<file path="src/rtl/dvp_tx_controller.sv">
// DVP transmitter: paces a valid/ready byte stream out as PCLK/VSYNC/HREF/D frames.
// PCLK is divided from clk; every DVP output changes on the PCLK falling edge (tick).
module dvp_tx_controller #(
  parameter int LINE_BYTES   = 8,
  parameter int LINES        = 4,
  parameter int PCLK_DIV     = 4,
  parameter int VSYNC_PCLK   = 2,
  parameter int V_BP_PCLK    = 3,
  parameter int H_BLANK_PCLK = 2,
  parameter int V_FP_PCLK    = 3
) (
  input  logic       clk,
  input  logic       rst_n,
  input  logic       frame_start_i,
  input  logic [7:0] px_data_i,
  input  logic       px_valid_i,
  output logic       px_ready_o,
  output logic       dvp_pclk_o,
  output logic       dvp_vsync_o,
  output logic       dvp_href_o,
  output logic [7:0] dvp_d_o,
  output logic       busy_o,
  output logic       frame_done_o,
  output logic       underflow_o
);

  function automatic int max2(input int a, input int b);
    return (a > b) ? a : b;
  endfunction

  localparam int MAX_PER = max2(max2(max2(LINE_BYTES, VSYNC_PCLK),
                                     max2(V_BP_PCLK, H_BLANK_PCLK)), V_FP_PCLK);
  localparam int PCNT_W  = $clog2(MAX_PER) + 1;
  localparam int LINE_W  = $clog2(LINES) + 1;
  localparam int DIV_W   = $clog2(PCLK_DIV) + 1;

  typedef enum logic [2:0] {
    S_IDLE   = 3'd0,
    S_VSYNC  = 3'd1,
    S_VBP    = 3'd2,
    S_LINE   = 3'd3,
    S_HBLANK = 3'd4,
    S_VFP    = 3'd5
  } state_t;

  state_t              r_state;
  state_t              w_state_nxt;
  logic [PCNT_W-1:0]   r_pcnt;
  logic [PCNT_W-1:0]   w_pcnt_nxt;
  logic [LINE_W-1:0]   r_line;
  logic [LINE_W-1:0]   w_line_nxt;
  logic [DIV_W-1:0]    r_div_cnt;
  logic [DIV_W-1:0]    w_div_nxt;
  logic                r_pclk;
  logic                r_start_pend;
  logic                r_vsync;
  logic                r_href;
  logic [7:0]          r_d;
  logic                r_busy;
  logic                r_done;
  logic                r_underflow;

  logic                w_tick;
  logic                w_last;
  logic                w_slot;
  logic                w_vsync_nxt;
  logic                w_href_nxt;
  logic [7:0]          w_d_nxt;
  logic                w_busy_nxt;
  logic                w_done_nxt;
  logic                w_uf_set;

  // Free-running divider; PCLK is registered from the next count so its falling
  // edge lands on the same clk edge as the tick-driven output updates.
  assign w_tick    = (r_div_cnt == DIV_W'(PCLK_DIV - 1));
  assign w_div_nxt = w_tick ? '0 : r_div_cnt + DIV_W'(1);

  always_ff @(posedge clk or negedge rst_n) begin
    if (!rst_n) begin
      r_div_cnt <= '0;
      r_pclk    <= 1'b0;
    end else begin
      r_div_cnt <= w_div_nxt;
      r_pclk    <= (w_div_nxt >= DIV_W'(PCLK_DIV / 2));
    end
  end

  // A start is only remembered while idle; one arriving on the launching tick is dropped.
  always_ff @(posedge clk or negedge rst_n) begin
    if (!rst_n) begin
      r_start_pend <= 1'b0;
    end else if (r_state == S_IDLE) begin
      if (w_tick && r_start_pend) begin
        r_start_pend <= 1'b0;
      end else if (frame_start_i) begin
        r_start_pend <= 1'b1;
      end
    end
  end

  always_ff @(posedge clk or negedge rst_n) begin
    if (!rst_n) begin
      r_state <= S_IDLE;
      r_pcnt  <= '0;
      r_line  <= '0;
    end else begin
      r_state <= w_state_nxt;
      r_pcnt  <= w_pcnt_nxt;
      r_line  <= w_line_nxt;
    end
  end

  assign w_last = (r_pcnt == '0);

  // pcnt holds periods remaining minus one, reloaded on every state entry.
  always_comb begin
    w_state_nxt = r_state;
    w_pcnt_nxt  = r_pcnt;
    w_line_nxt  = r_line;
    if (w_tick) begin
      if (r_state != S_IDLE && !w_last) begin
        w_pcnt_nxt = r_pcnt - PCNT_W'(1);
      end
      case (r_state)
        S_IDLE: begin
          if (r_start_pend) begin
            w_state_nxt = S_VSYNC;
            w_pcnt_nxt  = PCNT_W'(VSYNC_PCLK - 1);
          end
        end
        S_VSYNC: begin
          if (w_last) begin
            w_state_nxt = S_VBP;
            w_pcnt_nxt  = PCNT_W'(V_BP_PCLK - 1);
          end
        end
        S_VBP: begin
          if (w_last) begin
            w_state_nxt = S_LINE;
            w_pcnt_nxt  = PCNT_W'(LINE_BYTES - 1);
            w_line_nxt  = '0;
          end
        end
        S_LINE: begin
          if (w_last) begin
            if (r_line == LINE_W'(LINES - 1)) begin
              w_state_nxt = S_VFP;
              w_pcnt_nxt  = PCNT_W'(V_FP_PCLK - 1);
            end else begin
              w_state_nxt = S_HBLANK;
              w_pcnt_nxt  = PCNT_W'(H_BLANK_PCLK - 1);
            end
          end
        end
        S_HBLANK: begin
          if (w_last) begin
            w_state_nxt = S_LINE;
            w_pcnt_nxt  = PCNT_W'(LINE_BYTES - 1);
            w_line_nxt  = r_line + LINE_W'(1);
          end
        end
        S_VFP: begin
          if (w_last) begin
            w_state_nxt = S_IDLE;
          end
        end
        default: begin
          w_state_nxt = S_IDLE;
        end
      endcase
    end
  end

  // A byte slot is any tick that leaves the FSM in LINE.
  always_comb begin
    w_slot      = w_tick && (w_state_nxt == S_LINE);
    w_vsync_nxt = (w_state_nxt == S_VSYNC);
    w_href_nxt  = (w_state_nxt == S_LINE);
    w_d_nxt     = (w_slot && px_valid_i) ? px_data_i : 8'h00;
    w_busy_nxt  = (w_state_nxt != S_IDLE);
    w_done_nxt  = w_tick && (r_state == S_VFP) && (w_state_nxt == S_IDLE);
    w_uf_set    = w_slot && !px_valid_i;
  end

  always_ff @(posedge clk or negedge rst_n) begin
    if (!rst_n) begin
      r_vsync     <= 1'b0;
      r_href      <= 1'b0;
      r_d         <= 8'h00;
      r_busy      <= 1'b0;
      r_done      <= 1'b0;
      r_underflow <= 1'b0;
    end else begin
      if (w_tick) begin
        r_vsync <= w_vsync_nxt;
        r_href  <= w_href_nxt;
        r_d     <= w_d_nxt;
        r_busy  <= w_busy_nxt;
      end
      r_done      <= w_done_nxt;
      r_underflow <= r_underflow | w_uf_set;
    end
  end

  assign px_ready_o   = w_slot;
  assign dvp_pclk_o   = r_pclk;
  assign dvp_vsync_o  = r_vsync;
  assign dvp_href_o   = r_href;
  assign dvp_d_o      = r_d;
  assign busy_o       = r_busy;
  assign frame_done_o = r_done;
  assign underflow_o  = r_underflow;

endmodule

</file>
<file path="config.mk">
export PLATFORM = sky130hd
export DESIGN_NAME = dvp_tx_controller
export DESIGN_NICKNAME = d
export VERILOG_FILES = /design/src/rtl/dvp_tx_controller.sv
export SDC_FILE = /design/constraint.sdc
export NUM_CORES = 1
export LEC_CHECK = 0
export BUFFER_PORTS_ARGS = -buffer_cell sky130_fd_sc_hd__buf_2
export CAP_MARGIN = 0
export CORE_MARGIN = 4
export CORE_UTILIZATION = 51
export CTS_BUF_LIST = sky130_fd_sc_hd__clkbuf_16
export DETAILED_ROUTE_END_ITERATION = 7
export GPL_TIMING_DRIVEN = 0
export HOLD_SLACK_MARGIN = 0.12
export PLACE_DENSITY = 0.73
export SKIP_CTS_REPAIR_TIMING = 1
export SLEW_MARGIN = 20
export SYNTH_ARGS = -nofsm -noshare
export SYNTH_HDL_FRONTEND = slang
export SYNTH_SLANG_ARGS = --single-unit
</file>
<file path="constraint.sdc">
create_clock -name clk -period 4.5 [get_ports clk]
set_input_delay 0 -clock clk [delete_from_list [all_inputs] [get_ports clk]]
set_output_delay 0 -clock clk [all_outputs]
set_load 0.02 [all_outputs]
</file>
==> run metrics, run 1 <==
share of layout cells above drive strength 1 approximately 25%; total negative slack for setup checks 0 ps; aggregate routed wire length 4070 µm; IR Drop Worst-Case VDD 194 µV; element type at the critical path start flop; Post-DRT Antenna Nets 0; wire length of the first global-routing pass slightly below 7000 µm; chip height 65.9 µm; leakage power summed over all cells 0.933 nW; number of global-route vias before repair approximately 1500; path class of the lowest-slack min-delay path in -> reg; number of port buffers 25; max-capacitance violation count 0; netlist area before placement 1710 µm²; minimum clock period 2350 ps; Tightest Pin Transition 643 ps; half-perimeter wire length after placement 2750 µm; highest attainable clock frequency 425 MHz; most used flip-flop cell after synthesis sky130_fd_sc_hd__dfrtp_1; area of placed instances 1890 µm²; Logic pwr share 42.9%; Power, Total 1.05 mW; number of antenna violations at the first check in global routing 0; std cell rows 20; # placed instances 250; switching power as a share of total power 37.4%; routed vias/inst 5.77; hold path start px_valid_i; capturing element type of the critical path output port; worst reg2reg endpoint dvp_d_o[3]$_DFFE_PN0P_; reg-to-reg slack, setup around 2300 ps; power density over cell area around 500 nW/µm²; Critical Path RT 4500 ps; fraction of synthesized area in multiplexers 0%; mean cell area of the mapped netlist roughly 9.4 µm²; signal arrival time at the worst endpoint 2350 ps; clock net sink count 28; most common cell after layout, fill and taps aside sky130_fd_sc_hd__buf_2; via count 1523; clock transition time at the flip-flop clock pins of the worst setup and hold paths ~70 ps; sequential group share of total power approximately a third; fin cells 264; total global routing track utilization between 20% and 30%; startpoint of the most critical register-to-register path r_pcnt[0]$_DFFE_PN0P_; global-route congestion overflow total 0; flops & latches, synth 28; Synthesis Warnings 0; Routed wire per std cell 15.4 µm; XOR/XNOR Fraction of Synth Area 1.54%; gp weighted congestion 0.905; internal power of the cells 658 µW; largest net degree at the start of global routing 29; synthesized instance count 181; Antenna Cells 0; Max-Slew Margin vs Limit 57.1%; run status completed; power spent charging and discharging nets 393 µW; EDFF count, synth 0; violation count after the first detailed-routing iteration 48; post-synthesis share of cell area spent on and, or, nand and nor gates 21.9%; worst skew pair latency ~260 ps; Finished Cell Area 2090 µm²; library cell used as clock root buffer sky130_fd_sc_hd__clkbuf_16; worst setup path category reg -> out; clock share of power 25.2%; Worst Hold Path Cells 3; depth of the CTS H-tree 1; number of cells traversed by the worst register-to-register path 8; Die Footprint roughly 4300 µm²; maximum count of clock buffers along a single path 2; number of distinct library cells after synthesis 45; Final period util between 50% and 60%; share of flip-flops with an asynchronous set or reset after synthesis 100%; Post-Route Skew around 5.7 ps; fraction of the mapped netlist area in compound gates 25.5%; area overhead of the layout relative to synthesis 22.5%; peak fanout along the critical path 10; number of endpoints failing setup at the final stage 0; terminating pin of the worst hold path dvp_d_o[6]$_DFFE_PN0P_; total count of hold-check failures in the final report 0; DRC viols 0; floorplan core area 3130 µm²; total nets after synthesis 197; iteration count of the initial detailed-routing pass 4; combinational family with the most area after synthesis compound AO/OA/AOI/OAI gates; number of buffers created by CTS 3; nets@finish 237; RSZ-0062 raised after global routing false; post-synthesis adder-cell area fraction 2.93%; Ports 27; Die Width 65.9 µm; register area share after synthesis 41.0%; max-slew violations 0; most used cells in the layout excluding fill and tap cells sky130_fd_sc_hd__buf_2 (29), sky130_fd_sc_hd__dfrtp_1 (28), sky130_fd_sc_hd__nand2_1 (24); effective utilization at floorplan 54.6%; clock tree from TritonCTS yes
-- worst max-delay path, cell delays in order, from the launching register on --
cell	delay (ps)
sky130_fd_sc_hd__dfrtp_1	380
sky130_fd_sc_hd__inv_1	100
sky130_fd_sc_hd__ha_1	220
sky130_fd_sc_hd__buf_6	150
sky130_fd_sc_hd__nor3b_4	410
sky130_fd_sc_hd__a21oi_2	120
sky130_fd_sc_hd__o211a_4	290
sky130_fd_sc_hd__buf_6	150
sky130_fd_sc_hd__nor2_1	100
sky130_fd_sc_hd__buf_2	170
-- per-stage QoR --
step | utilization [%] | hold slack, ps | setup WS [ps]
3_5_place_dp | 60.4 | 53.2 | 2340
6_report | 67.0 | 120 | 2150
2_1_floorplan | - | -296 | 2630
4_1_cts | 63.8 | -227 | 2170
5_1_grt | 67.0 | 176 | 2020
3_3_place_gp | 60.4 | 40.5 | 2410
-- cell families after synthesis --
family          Yosys count
compound gates           54
buf+inv                  23
flops                    28
fa+ha+maj                 4
simple gates             69
xor+xnor                  3
-- registers in the layout (all words and copies together), names as in the netlist, 3 cells and up --
name	cells
dvp_d_o	8
r_pcnt	4
r_div_cnt	3
r_line	3
r_state	3
-- how the worst max path moves through the flow --
stage	from	to	slack (ps)	cells after the start
after global routing	r_pcnt[0]$_DFFE_PN0P_	px_ready_o	2020	9
final	r_pcnt[0]$_DFFE_PN0P_	px_ready_o	2150	9
after CTS	r_pcnt[0]$_DFFE_PN0P_	px_ready_o	2170	9
after global placement	r_pcnt[0]$_DFFE_PN0P_	r_line[0]$_DFFE_PN0P_	2410	7
after detailed placement	r_pcnt[0]$_DFFE_PN0P_	dvp_d_o[3]$_DFFE_PN0P_	2340	8
after floorplan	r_pcnt[0]$_DFFE_PN0P_	busy_o$_DFFE_PN0P_	2630	8
-- synth_stat cells (all sizes together) (4+ instances only) --
library cell,count,area share (%)
a21oi,7,2.3
o31ai,14,9.0
buf,12,4.7
nor3,6,2.0
ha,4,2.9
inv,7,1.5
dfrtp,28,41
a22o,4,2.0
o21ai,9,2.6
nand2,24,5.3
clkbuf,4,0.88
or2,4,1.5
nand2b,4,1.5
nor2b,4,1.5
nor2,12,2.6
-- power groups by stage --
stage          clock [mW]  sequential (mW)  combinational (mW)
6_report            0.265            0.335               0.451
5_1_grt             0.279            0.344               0.498
4_1_cts             0.267            0.335               0.443
3_5_place_dp            0            0.340               0.437
3_3_place_gp            0            0.337               0.422
2_1_floorplan           0            0.365               0.307
-- layer usage --
layer	wire length (µm)	global-route usage [%]	part of all wire, %
met5	0	0	0
met4	39	7.51	0.96
met3	261	2.55	6.4
met2	2030	35.2	50
met1	1730	25.2	43
-- cell type report --
type	instances	area, µm²
Fill cell	245	1030
Sequential cell	28	701
Clock inverter	1	30.0
Tap cell	44	55.1
Multi-Input combinational cell	130	887
Buffer	16	95.1
Inverter	7	26.3
Clock buffer	3	75.1
Timing Repair Buffer	35	225
Power figures use the tool's default switching activity.
==> run 2, diff against run 1 <==
Settings changed: ABC_AREA set to 1, CORE_UTILIZATION 51 to 49, PLACE_DENSITY 0.73 to 0.75.
Clock period 4.5 ns to 1.9 ns, I/O delays scaled along.
==> run 2 against run 1 <==
  * First-iteration DRC count grew 17%
  * Sequential power grew to 2.8 times the previous value
  * Critical path depth grew 3
  * Die area shrank 11%
  * Global-route usage shrank 3.4 points
  * Cell area shrank 8.2%
  * Sequential share of layout area grew 3.0 points
  * Setup slack lost 2100 ps
  * Area after synthesis shrank 16%
  * Cell count shrank 4.2%
  * Critical endpoint is now dvp_d_o[2]$_DFFE_PN0P_
==> run metrics, run 2 <==
Tightest Pin Transition 617 ps; depth of the CTS H-tree 1; capturing element type of the critical path flop; multi-input gate area in the final layout 692 µm²; clock tree from TritonCTS yes; floorplan core area 2780 µm²; RSZ-0062 raised after global routing true; share of flip-flops with an asynchronous set or reset after synthesis 100%; Routed wire per std cell around 14 µm; top cells by area in the synthesized netlist sky130_fd_sc_hd__dfrtp_1 (49%), sky130_fd_sc_hd__nand2_1 (14%), sky130_fd_sc_hd__nand3_1 (5.6%); library cell used as clock root buffer sky130_fd_sc_hd__clkbuf_16; max FFs per register 8; number of cells traversed by the worst register-to-register path 12; max-slew violations 0; setup slack after placement -5.91 ps; Antenna Cells 0; most common cell after layout, fill and taps aside sky130_fd_sc_hd__nand2_1; sequential group share of total power 33.5%; wire length of the first global-routing pass 5440 µm; Final period util 99.1%; number of port buffers 25; clock share of power 22.2%; flops & latches, synth 28; leakage power summed over all cells between 1 and 1.5 nW; Critical Path, Cell by Cell inv_1, ha_4, nand2_4, nor2_4, nor2_1, nor2_1, nand3_2, nand2_4, nor2_8, buf_4, nand3_1, nand2_1; Post-Route Skew 2.52 ps; sequential cell area 701 µm²; internal power of the cells 1.64 mW; Worst Setup Slack, final 16.3 ps; Critical Path RT 2040 ps; max incr delay on CP about 390 ps; signal arrival time at the worst endpoint 2030 ps; total count of hold-check failures in the final report 0; effective utilization at floorplan a little over 50%; number of antenna violations at the first check in global routing 0; switching power as a share of total power 40.9%; number of endpoints failing setup at the final stage 0; synthesized instance count 176; DRC viols 0; via count 1397; run status completed; most frequent cell after synthesis sky130_fd_sc_hd__nand2_1; leading cell types by count after synthesis sky130_fd_sc_hd__nand2_1 (52), sky130_fd_sc_hd__dfrtp_1 (28), sky130_fd_sc_hd__inv_1 (18), sky130_fd_sc_hd__nand3_1 (16); minimum clock period 1880 ps; nets@finish 239; reg-to-reg slack, setup between 15 and 20 ps; violation count after the first detailed-routing iteration 56; clock net sink count 28; register area share after synthesis 48.6%; critical path capture point dvp_d_o[2]$_DFFE_PN0P_; EDFF count, synth 0; IR Drop Worst-Case VDD roughly 1000 µV; global-route congestion overflow total 0; Post-DRT Antenna Nets 0; peak fanout along the critical path 6; number of distinct library cells after synthesis 26; # placed instances 232; Max-Slew Margin vs Limit 58.8%; fin cells approximately 250; chip height 62.2 µm; Die Width 62.2 µm; std cell rows 19; startpoint of the most critical register-to-register path r_pcnt[0]$_DFFE_PN0P_; netlist area before placement 1440 µm²; worst setup path category reg -> reg; Logic pwr share 44.2%; number of buffers created by CTS 3; power density over cell area approximately 1400 nW/µm²; maximum count of clock buffers along a single path 2; highest attainable clock frequency 531 MHz; count of cell instances traversed by the critical path 12; total nets after synthesis 192; aggregate routed wire length 3420 µm; crit-path leading delay family simple AND/OR/NAND/NOR gates; most used cells in the layout excluding fill and tap cells sky130_fd_sc_hd__nand2_1 (49), sky130_fd_sc_hd__dfrtp_1 (28), sky130_fd_sc_hd__buf_2 (26); most used flip-flop cell after synthesis sky130_fd_sc_hd__dfrtp_1; number of global-route vias before repair 1241; max-capacitance violation count 0; total global routing track utilization around 17%; largest net degree at the start of global routing 29; fillcell total roughly 210; Critical Path Start r_pcnt[0]$_DFFE_PN0P_; clock transition time at the flip-flop clock pins of the worst setup and hold paths 70 ps; path class of the lowest-slack min-delay path in -> async; iteration count of the initial detailed-routing pass 4; Die Footprint 3870 µm²; gp weighted congestion 0.836; Synthesis Warnings 0; Max stage delay cell, worst path sky130_fd_sc_hd__dfrtp_1; routed vias/inst roughly 5.5; library cell with the largest summed area after synthesis sky130_fd_sc_hd__dfrtp_1; element type at the critical path start flop; share of layout cells above drive strength 1 a little over a quarter; power spent charging and discharging nets between 1 and 1.5 mW; area share of the largest cell type after synthesis 48.6%; worst reg2reg endpoint dvp_d_o[2]$_DFFE_PN0P_; area overhead of the layout relative to synthesis 33.4%; worst path bufs/invs 2; half-perimeter wire length after placement 2220 µm; mean cell area of the mapped netlist 8.19 µm²; worst skew pair latency 260 ps; Ports 27
==> run 2: cell type report <==
cell class              instances  area share, %
flip-flops and latches         28           36.4
multi-input cells             124           36.0
clock buffers                   3           3.90
clock inverters                 1           1.56
inverters                      20           3.90
well taps                      31           2.02
plain buffers                   4           1.30
repair buffers                 42           14.9
==> run 2: cell families (layout without fill, tap and decap cells) <==
logic type / after synthesis / after routing / synth area share (%)
AND/OR/NAND/NOR: 95 / 95 / 30.1
flip-flops: 28 / 28 / 48.6
AO/OA/AOI/OAI: 25 / 25 / 10.9
buffers and inverters: 24 / 70 / 6.94
adder cells (fa/ha/maj): 4 / 4 / 3.47
==> run 2: worst register-to-register path, stage by stage (launching register included) <==
cell                      delay [ps]
sky130_fd_sc_hd__dfrtp_1         390
sky130_fd_sc_hd__inv_1           140
sky130_fd_sc_hd__ha_4            200
sky130_fd_sc_hd__nand2_4          60
sky130_fd_sc_hd__nor2_4          170
sky130_fd_sc_hd__nor2_1           60
sky130_fd_sc_hd__nor2_1          130
sky130_fd_sc_hd__nand3_2         150
sky130_fd_sc_hd__nand2_4         130
sky130_fd_sc_hd__nor2_8           50
sky130_fd_sc_hd__buf_4           150
sky130_fd_sc_hd__nand3_1          70
sky130_fd_sc_hd__nand2_1          70
==> run 2: worst min-delay path by stage <==
stage | start | endpoint | slack (ps) | cells past startpoint
finish | rst_n | r_line[2]$_DFFE_PN0P_ | 290 | 2
global route | rst_n | r_line[2]$_DFFE_PN0P_ | 380 | 2
CTS | rst_n | r_div_cnt[1]$_DFF_PN0_ | -230 | 1
detailed placement | rst_n | r_line[1]$_DFFE_PN0P_ | 50 | 1
global placement | rst_n | r_line[0]$_DFFE_PN0P_ | 40 | 1
floorplan | rst_n | busy_o$_DFFE_PN0P_ | -300 | 0
==> run 2: layer usage <==
metal | GRT usage, % | wire (µm)
met1 | 20.6 | 1360
met2 | 30.6 | 1790
met3 | 2.52 | 230
met4 | 3.79 | 40
met5 | 0 | 0
==> run 2: power groups by stage <==
stage               sequential (mW)  combinational [mW]  clock (mW)
global placement              0.918               0.998           0
CTS                           0.917                1.05       0.632
floorplan                      1.03               0.648           0
finish                        0.930                1.23       0.617
global route                  0.954                1.37       0.659
detailed placement            0.923                1.04           0
==> run 2: stage by stage <==
| step | setup TNS [ps] | utilization, % | hold slack, ps | power (mW) | area, µm² |
|---|---|---|---|---|---|
| 5_1_grt | -706 | 69.1 | 376 | 2.99 | 1920 |
| 3_3_place_gp | 0 | 57.7 | 38.2 | 1.92 | 1610 |
| 2_1_floorplan | 0 | - | -296 | 1.68 | 1440 |
| 4_1_cts | -396 | 61.5 | -232 | 2.60 | 1710 |
| 3_5_place_dp | -5.91 | 57.7 | 49.7 | 1.96 | 1610 |
| 6_report | 0 | 69.1 | 287 | 2.77 | 1920 |
==> run 3, diff against run 2 <==
Settings changed: ABC_AREA 1 to not set, CORE_UTILIZATION 49 to 50.
==> run 3 against run 2 <==
  * The flow now finishes with violations (negative setup slack)
  * Wire length grew 27%
  * Highest routed layer unchanged
  * Combinational power is 3% higher
  * Critical path type is now reg -> out
  * Largest cell class is now multi-input combinational cells
  * Total power down 2.5%
  * Critical path depth fell by 4
  * Hold slack worse by 170 ps
==> run metrics, run 3 (synthesis gave the netlist of run 1 again) <==
run status finished, violations left; failing checks negative setup slack; path class of the lowest-slack min-delay path in -> reg; area overhead of the layout relative to synthesis 34.2%; Critical Path Start r_pcnt[1]$_DFFE_PN0P_; highest attainable clock frequency slightly below 500 MHz; number of global-route vias before repair 1542; total negative slack for setup checks -538 ps; Tightest Pin Transition roughly 640 ps; Worst Hold Path Cells 3; number of antenna violations at the first check in global routing 0; minimum clock period ~2000 ps; depth of the CTS H-tree 1; max-capacitance violation count 0; number of port buffers 25; library cell used as clock root buffer sky130_fd_sc_hd__clkbuf_16; effective utilization at floorplan 54.2%; power density over cell area 1180 nW/µm²; share of layout cells above drive strength 1 35.0%; IR Drop Worst-Case VDD 599 µV; aggregate routed wire length 4360 µm; Post-DRT Antenna Nets 0; Antenna Cells 0; number of buffers created by CTS 3; final core occ 72.7%; max FFs per register 8; Max-Slew Margin vs Limit 57.6%; maximum count of clock buffers along a single path 2; capturing element type of the critical path output port; chip height 66.5 µm; fin cells between 200 and 300; number of endpoints failing setup at the final stage 8; clock tree from TritonCTS yes; gp weighted congestion between 0.8 and 0.9; # placed instances 250; clock net sink count 28; Routed wire per std cell 15.7 µm; Ports 27; max-slew violations 0; via count 1598; number of cells traversed by the worst register-to-register path 8; Critical Path RT 1900 ps; global-route congestion overflow total 0; element type at the critical path start flop; RSZ-0062 raised after global routing true; largest net degree at the start of global routing 29; clock transition time at the flip-flop clock pins of the worst setup and hold paths around 70 ps; half-perimeter wire length after placement 2830 µm; startpoint of the most critical register-to-register path r_pcnt[1]$_DFFE_PN0P_; signal arrival time at the worst endpoint 2050 ps; violation count after the first detailed-routing iteration 53; setup slack after placement -234 ps; nets@finish 251; std cell rows 20; leakage power summed over all cells 1.03 nW; Final period util 108%; routed vias/inst 5.75; hold path start px_valid_i; Worst Setup Slack, final -155 ps; wire length of the first global-routing pass 6970 µm; DRC viols 0; floorplan core area 3150 µm²; total global routing track utilization 20.0%; peak fanout along the critical path 7; worst skew pair latency 270 ps; total count of hold-check failures in the final report 0; worst setup path category reg -> out; Die Width 66.5 µm; iteration count of the initial detailed-routing pass 4; most used cells in the layout excluding fill and tap cells sky130_fd_sc_hd__buf_2 (28), sky130_fd_sc_hd__dfrtp_1 (28), sky130_fd_sc_hd__nand2_1 (24); Post-Route Skew 4.70 ps; Die Footprint 4420 µm²
==> run 3: cell count changes in the layout (fill, tap and decap cells not counted), moves of 5 or more <==
| cell | previous run | this run |
|---|---|---|
| sky130_fd_sc_hd__nand2_1 | 49 | 24 |
| sky130_fd_sc_hd__inv_1 | 17 | 5 |
| sky130_fd_sc_hd__nand3_1 | 16 | 1 |
| sky130_fd_sc_hd__o31ai_2 | 0 | 5 |
| sky130_fd_sc_hd__buf_4 | 6 | 14 |
| sky130_fd_sc_hd__o31ai_1 | 0 | 5 |
==> run 3: final cells by class <==
cell class,instances,area [µm²]
clock inverters,1,30.0
repair buffers,50,348
flip-flops and latches,28,701
inverters,7,26.3
multi-input cells,130,967
clock buffers,3,75.1
fillers,233,860
well taps,44,55.1
plain buffers,15,91.3
==> run 3: worst paths after layout <==
check	endpoint	slack (ps)
min	dvp_d_o[1]$_DFFE_PN0P_	120
max	px_ready_o	-150
min in group asynchronous	dvp_d_o[2]$_DFFE_PN0P_	290
max reg2reg	busy_o$_DFFE_PN0P_	-90
min reg2reg	r_div_cnt[0]$_DFF_PN0_	450
max in group asynchronous	dvp_href_o$_DFFE_PN0P_	1200
==> run 3: power breakdown <==
part	switching (mW)	internal, mW
registers	0.0889	0.716
logic	0.718	0.550
clock network	0.210	0.420
total	1.02	1.69
==> run 3: through the flow <==
step	cell area, µm²	hold slack (ps)	total power, mW
2_1_floorplan	1710	-296	1.59
3_3_place_gp	1890	39.7	1.80
3_5_place_dp	1890	52.4	1.84
4_1_cts	1990	-230	2.47
5_1_grt	2290	168	2.89
6_report	2290	122	2.70
==> run 3: worst max-delay path: stages (launching register included) <==
cell and delay (ps):
sky130_fd_sc_hd__dfrtp_1 410, sky130_fd_sc_hd__inv_2 90, sky130_fd_sc_hd__ha_4 140, sky130_fd_sc_hd__or3b_4 450, sky130_fd_sc_hd__o31ai_4 210, sky130_fd_sc_hd__o211a_4 210
sky130_fd_sc_hd__buf_8 110, sky130_fd_sc_hd__nor2_2 50, sky130_fd_sc_hd__buf_6 120
==> run 3: layer usage <==
metal	vias to the layer above	GRT usage, %	part of all wire (%)
met4	0	6.60	1.8
met3	10	3.37	6.0
met1	756	24.2	39
met5	-	0	0
met2	78	35.8	53
li1	754	-	-
